**src/rtl/layer0_pkg.sv**
```systemverilog
// Shared constants, kernel table and pixel/tap helpers for the layer-0 convolution engine.
package layer0_pkg;

  localparam int unsigned IMG_W    = 64;
  localparam int unsigned DATA_W   = 20;
  localparam int unsigned OUT_W    = 19;
  localparam int unsigned COORD_W  = $clog2(IMG_W);
  localparam int unsigned ADDR_W   = 2 * COORD_W;
  localparam int unsigned CRD_X_W  = COORD_W + 1;
  localparam int unsigned PROD_W   = 2 * DATA_W;
  localparam int unsigned ACC_W    = 44;
  localparam int unsigned FRAC_W   = 16;
  localparam int unsigned NUM_TAPS = 9;
  localparam int unsigned NUM_STEPS = 12;
  localparam int unsigned STEP_W   = 4;

  localparam logic [DATA_W-1:0] BIAS = 20'h01310;

  typedef enum logic {
    IDLE = 1'b0,
    RUN  = 1'b1
  } state_e;

  typedef struct packed {
    logic [COORD_W-1:0] row;
    logic [COORD_W-1:0] col;
  } pix_pos_t;

  typedef struct packed {
    logic [1:0] i;
    logic [1:0] j;
  } tap_t;

  // 3x3 kernel in signed 4.16, row-major.
  function automatic logic [DATA_W-1:0] kernel_coef(input logic [STEP_W-1:0] k);
    case (k)
      4'd0:    return 20'h0A89E;
      4'd1:    return 20'h092D5;
      4'd2:    return 20'h06D43;
      4'd3:    return 20'h01004;
      4'd4:    return 20'hF8F71;
      4'd5:    return 20'hF6E54;
      4'd6:    return 20'hFA6D7;
      4'd7:    return 20'hFC834;
      4'd8:    return 20'hFAC19;
      default: return '0;
    endcase
  endfunction

  // Pixel counter to (row, col) in 2x2-block order: TL, TR, BL, BR, blocks raster-scanned.
  function automatic pix_pos_t pix_pos(input logic [ADDR_W-1:0] p);
    pix_pos_t pos;
    pos.row = {p[ADDR_W-1:COORD_W+1], p[1]};
    pos.col = {p[COORD_W:2], p[0]};
    return pos;
  endfunction

  function automatic tap_t tap_of(input logic [STEP_W-1:0] k);
    tap_t t;
    case (k)
      4'd0, 4'd1, 4'd2: t.i = 2'd0;
      4'd3, 4'd4, 4'd5: t.i = 2'd1;
      default:          t.i = 2'd2;
    endcase
    case (k)
      4'd0, 4'd3, 4'd6: t.j = 2'd0;
      4'd1, 4'd4, 4'd7: t.j = 2'd1;
      default:          t.j = 2'd2;
    endcase
    return t;
  endfunction

endpackage

```
**src/rtl/layer0_conv_mac.sv**
```systemverilog
// Multiply-accumulate datapath: masked tap products, bias, round-half-up and ReLU result register.
module conv_mac
  import layer0_pkg::*;
(
  input  logic              clk,
  input  logic              reset,
  input  logic              i_clr,
  input  logic              i_acc_en,
  input  logic              i_tap_ok,
  input  logic [DATA_W-1:0] i_pix,
  input  logic [DATA_W-1:0] i_coef,
  input  logic              i_res_en,
  output logic [OUT_W-1:0]  o_res
);

  localparam logic [ACC_W-1:0] BIAS_ACC =
    {{(ACC_W-DATA_W-FRAC_W){BIAS[DATA_W-1]}}, BIAS, {FRAC_W{1'b0}}};
  localparam logic [ACC_W-1:0] RND_HALF = ACC_W'(1) << (FRAC_W - 1);

  logic [ACC_W-1:0]  acc_q, acc_d;
  logic [OUT_W-1:0]  res_q, res_d;
  logic [PROD_W-1:0] pix_x_c, coef_x_c, prod_c;
  logic [ACC_W-1:0]  prod_acc_c, sum_c;
  logic [DATA_W-1:0] val_c;
  logic              unused_sum_c;

  always_comb begin
    acc_d      = acc_q;
    res_d      = res_q;
    pix_x_c    = {{(PROD_W-DATA_W){i_pix[DATA_W-1]}}, i_pix};
    coef_x_c   = {{(PROD_W-DATA_W){i_coef[DATA_W-1]}}, i_coef};
    // Low PROD_W bits of the extended product equal the signed 8.32 product.
    prod_c     = i_tap_ok ? (pix_x_c * coef_x_c) : '0;
    prod_acc_c = {{(ACC_W-PROD_W){prod_c[PROD_W-1]}}, prod_c};
    sum_c      = acc_q + BIAS_ACC + RND_HALF;
    val_c      = sum_c[FRAC_W+DATA_W-1:FRAC_W];

    if (i_clr) begin
      acc_d = '0;
    end else if (i_acc_en) begin
      acc_d = acc_q + prod_acc_c;
    end

    if (i_res_en) begin
      res_d = val_c[DATA_W-1] ? '0 : val_c[OUT_W-1:0];
    end
  end

  assign unused_sum_c = ^{sum_c[ACC_W-1:FRAC_W+DATA_W], sum_c[FRAC_W-1:0]};

  always_ff @(posedge clk or negedge reset) begin
    if (!reset) begin
      acc_q <= '0;
      res_q <= '0;
    end else begin
      acc_q <= acc_d;
      res_q <= res_d;
    end
  end

  assign o_res = res_q;

endmodule

```
**src/rtl/layer0_conv.sv**
```systemverilog
// Layer-0 engine: sequences 12-step pixel passes over the image, addresses padded 3x3 taps, emits results.
module layer0_conv
  import layer0_pkg::*;
(
  input  logic              clk,
  input  logic              reset,
  input  logic              i_start,
  output logic              o_busy,
  output logic              o_done,
  output logic [ADDR_W-1:0] o_iaddr,
  input  logic [DATA_W-1:0] i_idata,
  output logic              o_valid,
  output logic [OUT_W-1:0]  o_data
);

  state_e              state_q, state_d;
  logic [STEP_W-1:0]   step_q, step_d;
  logic [ADDR_W-1:0]   pix_q, pix_d;
  logic [ADDR_W-1:0]   iaddr_q, iaddr_d;
  logic                tap_ok_q, tap_ok_d;
  logic                tap_ok_dly_q, tap_ok_dly_d;
  logic                busy_q, busy_d;
  logic                done_q, done_d;
  logic                valid_q, valid_d;

  pix_pos_t            pos_c;
  tap_t                tap_c;
  logic [CRD_X_W-1:0]  tap_r_c, tap_c_c;
  logic                mac_clr_c, mac_acc_en_c, mac_res_en_c;
  logic [DATA_W-1:0]   mac_coef_c;

  // Sequencer: step/pixel counters and the IDLE/RUN state.
  always_comb begin
    state_d = state_q;
    step_d  = step_q;
    pix_d   = pix_q;
    valid_d = 1'b0;
    done_d  = 1'b0;

    case (state_q)
      IDLE: begin
        if (i_start && !busy_q) begin
          state_d = RUN;
          step_d  = '0;
          pix_d   = '0;
        end
      end
      RUN: begin
        if (step_q == STEP_W'(NUM_STEPS - 1)) begin
          valid_d = 1'b1;
          step_d  = '0;
          pix_d   = pix_q + ADDR_W'(1);
          if (&pix_q) begin
            done_d  = 1'b1;
            state_d = IDLE;
          end
        end else begin
          step_d = step_q + STEP_W'(1);
        end
      end
      default: state_d = IDLE;
    endcase

    // Busy spans the cycle carrying o_done so a back-to-back start cannot slip in.
    busy_d = (state_d == RUN) || done_d;
  end

  // Tap address for the step about to begin; out-of-image taps read address 0 and are masked.
  always_comb begin
    pos_c   = pix_pos(pix_d);
    tap_c   = tap_of(step_d);
    tap_r_c = CRD_X_W'(pos_c.row) + CRD_X_W'(tap_c.i) - CRD_X_W'(1);
    tap_c_c = CRD_X_W'(pos_c.col) + CRD_X_W'(tap_c.j) - CRD_X_W'(1);

    tap_ok_d = (state_d == RUN) && (step_d < STEP_W'(NUM_TAPS)) &&
               !tap_r_c[COORD_W] && !tap_c_c[COORD_W];
    iaddr_d  = tap_ok_d ? {tap_r_c[COORD_W-1:0], tap_c_c[COORD_W-1:0]} : '0;
    tap_ok_dly_d = tap_ok_q;
  end

  // Data for the tap issued in step s arrives in step s+1.
  always_comb begin
    mac_clr_c    = (step_q == '0);
    mac_acc_en_c = (state_q == RUN) && (step_q >= STEP_W'(1)) &&
                   (step_q <= STEP_W'(NUM_TAPS));
    mac_res_en_c = (state_q == RUN) && (step_q == STEP_W'(NUM_TAPS + 1));
    mac_coef_c   = kernel_coef(step_q - STEP_W'(1));
  end

  always_ff @(posedge clk or negedge reset) begin
    if (!reset) begin
      state_q      <= IDLE;
      step_q       <= '0;
      pix_q        <= '0;
      iaddr_q      <= '0;
      tap_ok_q     <= 1'b0;
      tap_ok_dly_q <= 1'b0;
      busy_q       <= 1'b0;
      done_q       <= 1'b0;
      valid_q      <= 1'b0;
    end else begin
      state_q      <= state_d;
      step_q       <= step_d;
      pix_q        <= pix_d;
      iaddr_q      <= iaddr_d;
      tap_ok_q     <= tap_ok_d;
      tap_ok_dly_q <= tap_ok_dly_d;
      busy_q       <= busy_d;
      done_q       <= done_d;
      valid_q      <= valid_d;
    end
  end

  conv_mac u_mac (
    .clk      (clk),
    .reset    (reset),
    .i_clr    (mac_clr_c),
    .i_acc_en (mac_acc_en_c),
    .i_tap_ok (tap_ok_dly_q),
    .i_pix    (i_idata),
    .i_coef   (mac_coef_c),
    .i_res_en (mac_res_en_c),
    .o_res    (o_data)
  );

  assign o_busy  = busy_q;
  assign o_done  = done_q;
  assign o_iaddr = iaddr_q;
  assign o_valid = valid_q;

endmodule
```
**config.mk**
```make
export PLATFORM = sky130hd
export DESIGN_NAME = layer0_conv
export DESIGN_NICKNAME = d
export VERILOG_FILES = /design/src/rtl/layer0_pkg.sv /design/src/rtl/layer0_conv_mac.sv /design/src/rtl/layer0_conv.sv
export SDC_FILE = /design/constraint.sdc
export NUM_CORES = 1
export LEC_CHECK = 0
export CAP_MARGIN = 20
export CORE_MARGIN = 2
export CORE_UTILIZATION = 35
export CTS_CLUSTER_SIZE = 40
export DETAILED_ROUTE_END_ITERATION = 6
export SLEW_MARGIN = 20
export SYNTH_ARGS = -nofsm -noshare
export SYNTH_HDL_FRONTEND = slang
export SYNTH_SLANG_ARGS = --single-unit
```
**constraint.sdc**
```tcl
create_clock -name clk -period 12.07 [get_ports clk]
set_input_delay 1.207 -clock clk [delete_from_list [all_inputs] [get_ports clk]]
set_output_delay 1.207 -clock clk [all_outputs]
set_load 0.02 [all_outputs]
```
==> results of run 1 <==
worst max-delay path, delay by kind of cell, from the launching register on:
kind / cells / cell delay [ns]
and+or+nand+nor: 9 / 1.47
DFF: 1 / 0.52
buffers and inverters: 7 / 0.54
xor gates and xnor gates: 2 / 0.85
AOI/OAI and AO/OA: 12 / 3.25
adders and majority gates: 10 / 4.64
cell type report:
| class | count | area share, % |
|---|---|---|
| sequential | 89 | 10.0 |
| multi-input combinational | 1592 | 71.8 |
| timing repair buffer | 97 | 3.90 |
| inverter | 508 | 8.59 |
| clock buffer | 9 | 1.01 |
| clock inverter | 7 | 0.383 |
| tap | 765 | 4.31 |
Yosys cell counts, types with 45 or more instances:
cell type / instances / share of area [%]
o21ai_0: 58 / 1.4
clkbuf_1: 76 / 1.4
a21oi_1: 71 / 1.7
ha_1: 161 / 9.9
and3_1: 45 / 1.4
nand2_1: 216 / 4.0
xnor2_1: 59 / 2.5
dfrtp_1: 89 / 11
inv_1: 505 / 9.3
xor2_1: 45 / 1.9
fa_1: 381 / 37
and2_1: 172 / 5.3
nor2_1: 103 / 1.9
how the worst max path moves through the flow:
stage | to | start
final | u_mac.acc_q[35] | step_q[1]
after global placement | u_mac.acc_q[35] | step_q[1]
after detailed placement | u_mac.acc_q[35] | step_q[1]
after floorplan | u_mac.acc_q[35] | step_q[1]
after CTS | u_mac.acc_q[35] | step_q[1]
after global routing | u_mac.acc_q[35] | step_q[1]
routing by layer:
layer,vias to the layer above,global-route usage [%]
li1,7036,-
met1,7727,25.1
met2,401,30.1
met3,35,2.82
met4,0,3.03
met5,-,0
metrics by stage:
stage               worst slack, ns  util, %  hold WS (ns)
global route                 0.0142     38.5         0.374
finish                        0.709     38.5         0.380
global placement              0.831     37.9         0.339
detailed placement            0.706     37.9         0.366
floorplan                      2.02        -         0.331
CTS                           0.642     38.5         0.374
cell families after synthesis:
| kind of cell | count (synthesis) |
|---|---|
| and+or+nand+nor | 641 |
| DFF | 89 |
| adders and majority gates | 543 |
| xor gates and xnor gates | 107 |
| AOI/OAI and AO/OA | 290 |
| buffers and inverters | 593 |
| muxes | 11 |
registers in the layout, indices dropped and copies added, names as in the netlist:
name and flops:
o_iaddr 12, tap_ok_dly_q 1, tap_ok_dly_d 1, pix_q 12, o_busy 1, o_done 1
o_valid 1, u_mac.acc_q 36, state_q 1, step_q 4, u_mac.o_res 19
==> results.tsv, run 1 <==
metric	value	unit
status	finished, final reports clean	
slowest_stage	xor2_2	
hold_class	flop to flop	
hold_end	tap_ok_dly_q	
core_area	0.0577	mm^2
setup_viol	0	
multi_input_area	0.0159	mm^2
clock_path_buffers	2	
synth_mux_area_share	0.546	%
clk_pin_slew	0.07	ns
final.min_clock_period	11.36	ns
synthArstFlopShare	100	%
row_count	88	
startpoint_type	flop	
dpl_cell_area	0.0219	mm^2
synth_top_family_by_area	adder cells	
cts_resized	0	
grt_max_degree	57	
finClkSkew	0.0121	ns
synth_compound_gate_area_share	9.73	%
synth-xor-area-share	4.74	%
yosys_register_bits	89	
dp.final_hpwl	43100	um
wl_met3	3480	um
slew_headroom	30.3	%
wl_met2	24900	um
ant_nets	0	
m1WireLength	23700	um
cts_setup_buffers	0	
avgSynthCellArea	8.97	um^2
clock_latency	0.34	ns
numCtsBuffers	9	
synth_area	0.0204	mm^2
slew_violations	0	
synthCells	2274	
clock-sinks	89	
highest_layer	met4	
crit_type	flop to flop	
grt-ovfl-total	0	
layout_common_cells	inv_1 (505), fa_1 (381), nand2_1 (216), and2_1 (172), ha_1 (161)	
grt_pass1_wl	86300	um
fin_cells	3067	
route.detailed.drc	0	
dr.pass1.iters	5	
slowest_delay	0.69	ns
r2r_start	step_q[1]	
htreeDepth	3	
grtUsageTotal	18.1	%
hold_buffers	0	
cp_max_fo	16	
hold_viol	0	
synth_adder_area_share	47.3	%
synthFlopType	dfrtp_1	
cts-root-buf	clkbuf_16	
ios	57	
period_share	94.1	%
whs_path_depth	0	
tns	0	ns
wl_per_cell	17.2	um
routed_via_density	4.96	
antenna_found_initial	0	
drive_above_1_share	3.95	%
yosys.area_share.simple	15.6	%
register_area	0.00223	mm^2
yosys_warnings	0	
drt_iter0_markers	922	
area_growth	8.91	%
fmaxAchievable	88.0	MHz
drt-total-wl	52700	um
cp-end-kind	flop	
die_x	245	um
worst_pin_slew	1.04	ns
cts_tree	yes	
num_vias	15199	
worstReg2RegEnd	u_mac.acc_q[35]	
rsz0062_at_grt	false	
reg2reg_depth	40	
reg2reg_slack	0.71	ns
maxCapViolations	0	
synth_cell_types	80	
critPathArrivalTime	11.59	ns
final_nets	2862	
place_congestion	0.890	
min_from	tap_ok_dly_d	
dp.cells	3051	
io_buffers	56	
synth_nets	2839	
dieArea	0.0602	mm^2
final_common_cell	inv_1	
n_antenna_cell	0	
start_util	35.3	%
synth-edff-count	0	
fillerInstances	5874	
die_h	245	um
ys_seq_area_share	10.9	%
grt_pass1_vias	16294	
stdcell_area	0.0222	mm^2
required	12.29	ns
Power of run 1 is not shown: default switching activity piles up to over one toggle a cycle in this logic, so the estimate is an artifact.
==> run 2, diff against run 1 <==
Settings changed: CORE_UTILIZATION 35 to 40.
==> run 2 against run 1 <==
Compared with the run above:
- sequential share of layout area is 0.066 points higher
- count of clock-buffer cells in the layout grew 2
- global-route usage rose by 2.4 points
- design area decreased by 0.65%
- sequential cell count stayed put
- clock skew fell by 0.0020 ns
- register-to-register slack improved by 0.06 ns
- wire length decreased by 0.38%
- worst hold slack lost 0.019 ns
- non-clock buffer count down 5
- core utilization increased by 5.4 points
- largest cell class unchanged
==> results.tsv, run 2 (same netlist as run 1, synthesis figures left out) <==
metric	value	unit	change
slowest_stage	or4_1		
multi_input_area	0.0160	mm^2	+0.23%
clk_pin_slew	0.07	ns	about the same
fillerInstances	4964		-15%
final_common_cell	inv_1		
largest-register	u_mac.acc_q		
tns	0	ns	unchanged
maxCapViolations	0		unchanged
dp.cells	2953		-3.2%
final_util	43.9	%	+5.4 points
clock_latency	0.35	ns	about the same
fin_ws	0.770	ns	+0.0608 ns
dr.pass1.iters	5		unchanged
drt_iter0_markers	996		+8.0%
clock_path_buffers	2		unchanged
fin_cells	2970		-3.2%
cp_common_cell	fa_1		
antenna_found_initial	1		+1
rsz0062_at_grt	false		
grt_pass1_wl	86000	um	-0.41%
period_share	93.6	%	-0.50 points
grt_pass1_vias	16149		-0.89%
worst_pin_slew	1.10	ns	+0.0578 ns
cts-root-buf	clkbuf_16		
critPathTopFamily	adder cells		
routed_via_density	5.10		+2.9%
num_vias	15141		-0.38%
area_growth	8.20	%	
cp_max_fo	21		+5
numCtsBuffers	9		unchanged
grt-ovfl-total	0		unchanged
ios	57		unchanged
layout_common_cells	inv_1 (505), fa_1 (381), nand2_1 (216), and2_1 (172), ha_1 (161)		
grtUsageTotal	20.5	%	+2.4 points
dieArea	0.0528	mm^2	-12%
largest_reg_flops	36		unchanged
crit_type	flop to flop		
pre_cts_ws	0.506	ns	-0.199 ns
slew_violations	0		unchanged
required	12.30	ns	about the same
path_buf_inv	5		-2
hold_class	flop to flop		
io_buffers	56		unchanged
cts_tree	yes		
clock-sinks	89		unchanged
cts_resized	0		unchanged
status	finished, final reports clean		
ant_nets	0		unchanged
reg2reg_slack	0.77	ns	+0.06 ns
drt-total-wl	52500	um	-0.38%
hold_buffers	0		unchanged
start_util	40.6	%	+5.2 points
wl_per_cell	17.7	um	+2.9%
route.detailed.drc	0		unchanged
htreeDepth	3		unchanged
cp-end-kind	flop		
critPathArrivalTime	11.53	ns	-0.06 ns
die_x	230	um	-6.4%
register_area	0.00223	mm^2	unchanged
finClkSkew	0.0101	ns	-0.00196 ns
fmaxAchievable	88.5	MHz	+0.54%
dp.final_hpwl	42500	um	-1.4%
hold_viol	0		unchanged
startpoint_type	flop		
final.min_clock_period	11.30	ns	-0.0608 ns
final_nets	2857		-0.17%
slowest_delay	0.80	ns	+0.11 ns
cts_setup_buffers	0		unchanged
row_count	82		-6.8%
setup_viol	0		unchanged
die_h	230	um	-6.4%
core_area	0.0503	mm^2	-13%
drive_above_1_share	3.79	%	-0.17 points
grt_max_degree	53		-7.0%
slew_headroom	26.5	%	-3.8 points
place_congestion	0.912		+2.5%
run 2: final timing paths:
| kind | startpoint | end | depth (start not counted) |
|---|---|---|---|
| min in group asynchronous | reset | u_mac.o_res[15] | 1 |
| worst max-delay path | step_q[1] | u_mac.acc_q[35] | 39 |
| worst min-delay path | tap_ok_dly_d | tap_ok_dly_q | 0 |
| worst min register to register | tap_ok_dly_d | tap_ok_dly_q | 0 |
| worst max register to register | step_q[1] | u_mac.acc_q[35] | 39 |
| max in group asynchronous | reset | u_mac.o_res[12] | 2 |
run 2: layout make-up:
class | count | share of cell area (%)
multi-input cells | 1592 | 72.4
flip-flops and latches | 89 | 10.1
diodes | 1 | 0.0113
clock inverters | 5 | 0.170
repair buffers | 92 | 3.75
clock buffers | 11 | 1.10
inverters | 508 | 8.64
well taps | 672 | 3.81
run 2: metrics by stage:
stage               area [um^2]  hold WS [ns]
floorplan                 20400         0.331
global placement          21700         0.341
detailed placement        21700         0.336
CTS                       22000         0.361
global route              22100         0.375
finish                    22100         0.361
run 2: routing by layer:
layer / vias up / GRT usage [%] / wire length (um)
li1: 7041 / - / -
met1: 7599 / 29.1 / 24400
met2: 435 / 32.8 / 23800
met3: 66 / 2.88 / 2960
met4: 0 / 5.69 / 1330
met5: - / 0 / 0
run 2: worst register-to-register path: cells and delay by family (launching register included):
kind                       cells  cell delay (ns)
adders and majority gates     10             4.87
AOI/OAI and AO/OA             13             2.35
and+or+nand+nor                9             2.55
buffers and inverters          5             0.42
DFF                            1             0.53
xor gates and xnor gates       2             0.45
Power of run 2 is left out for the same reason.
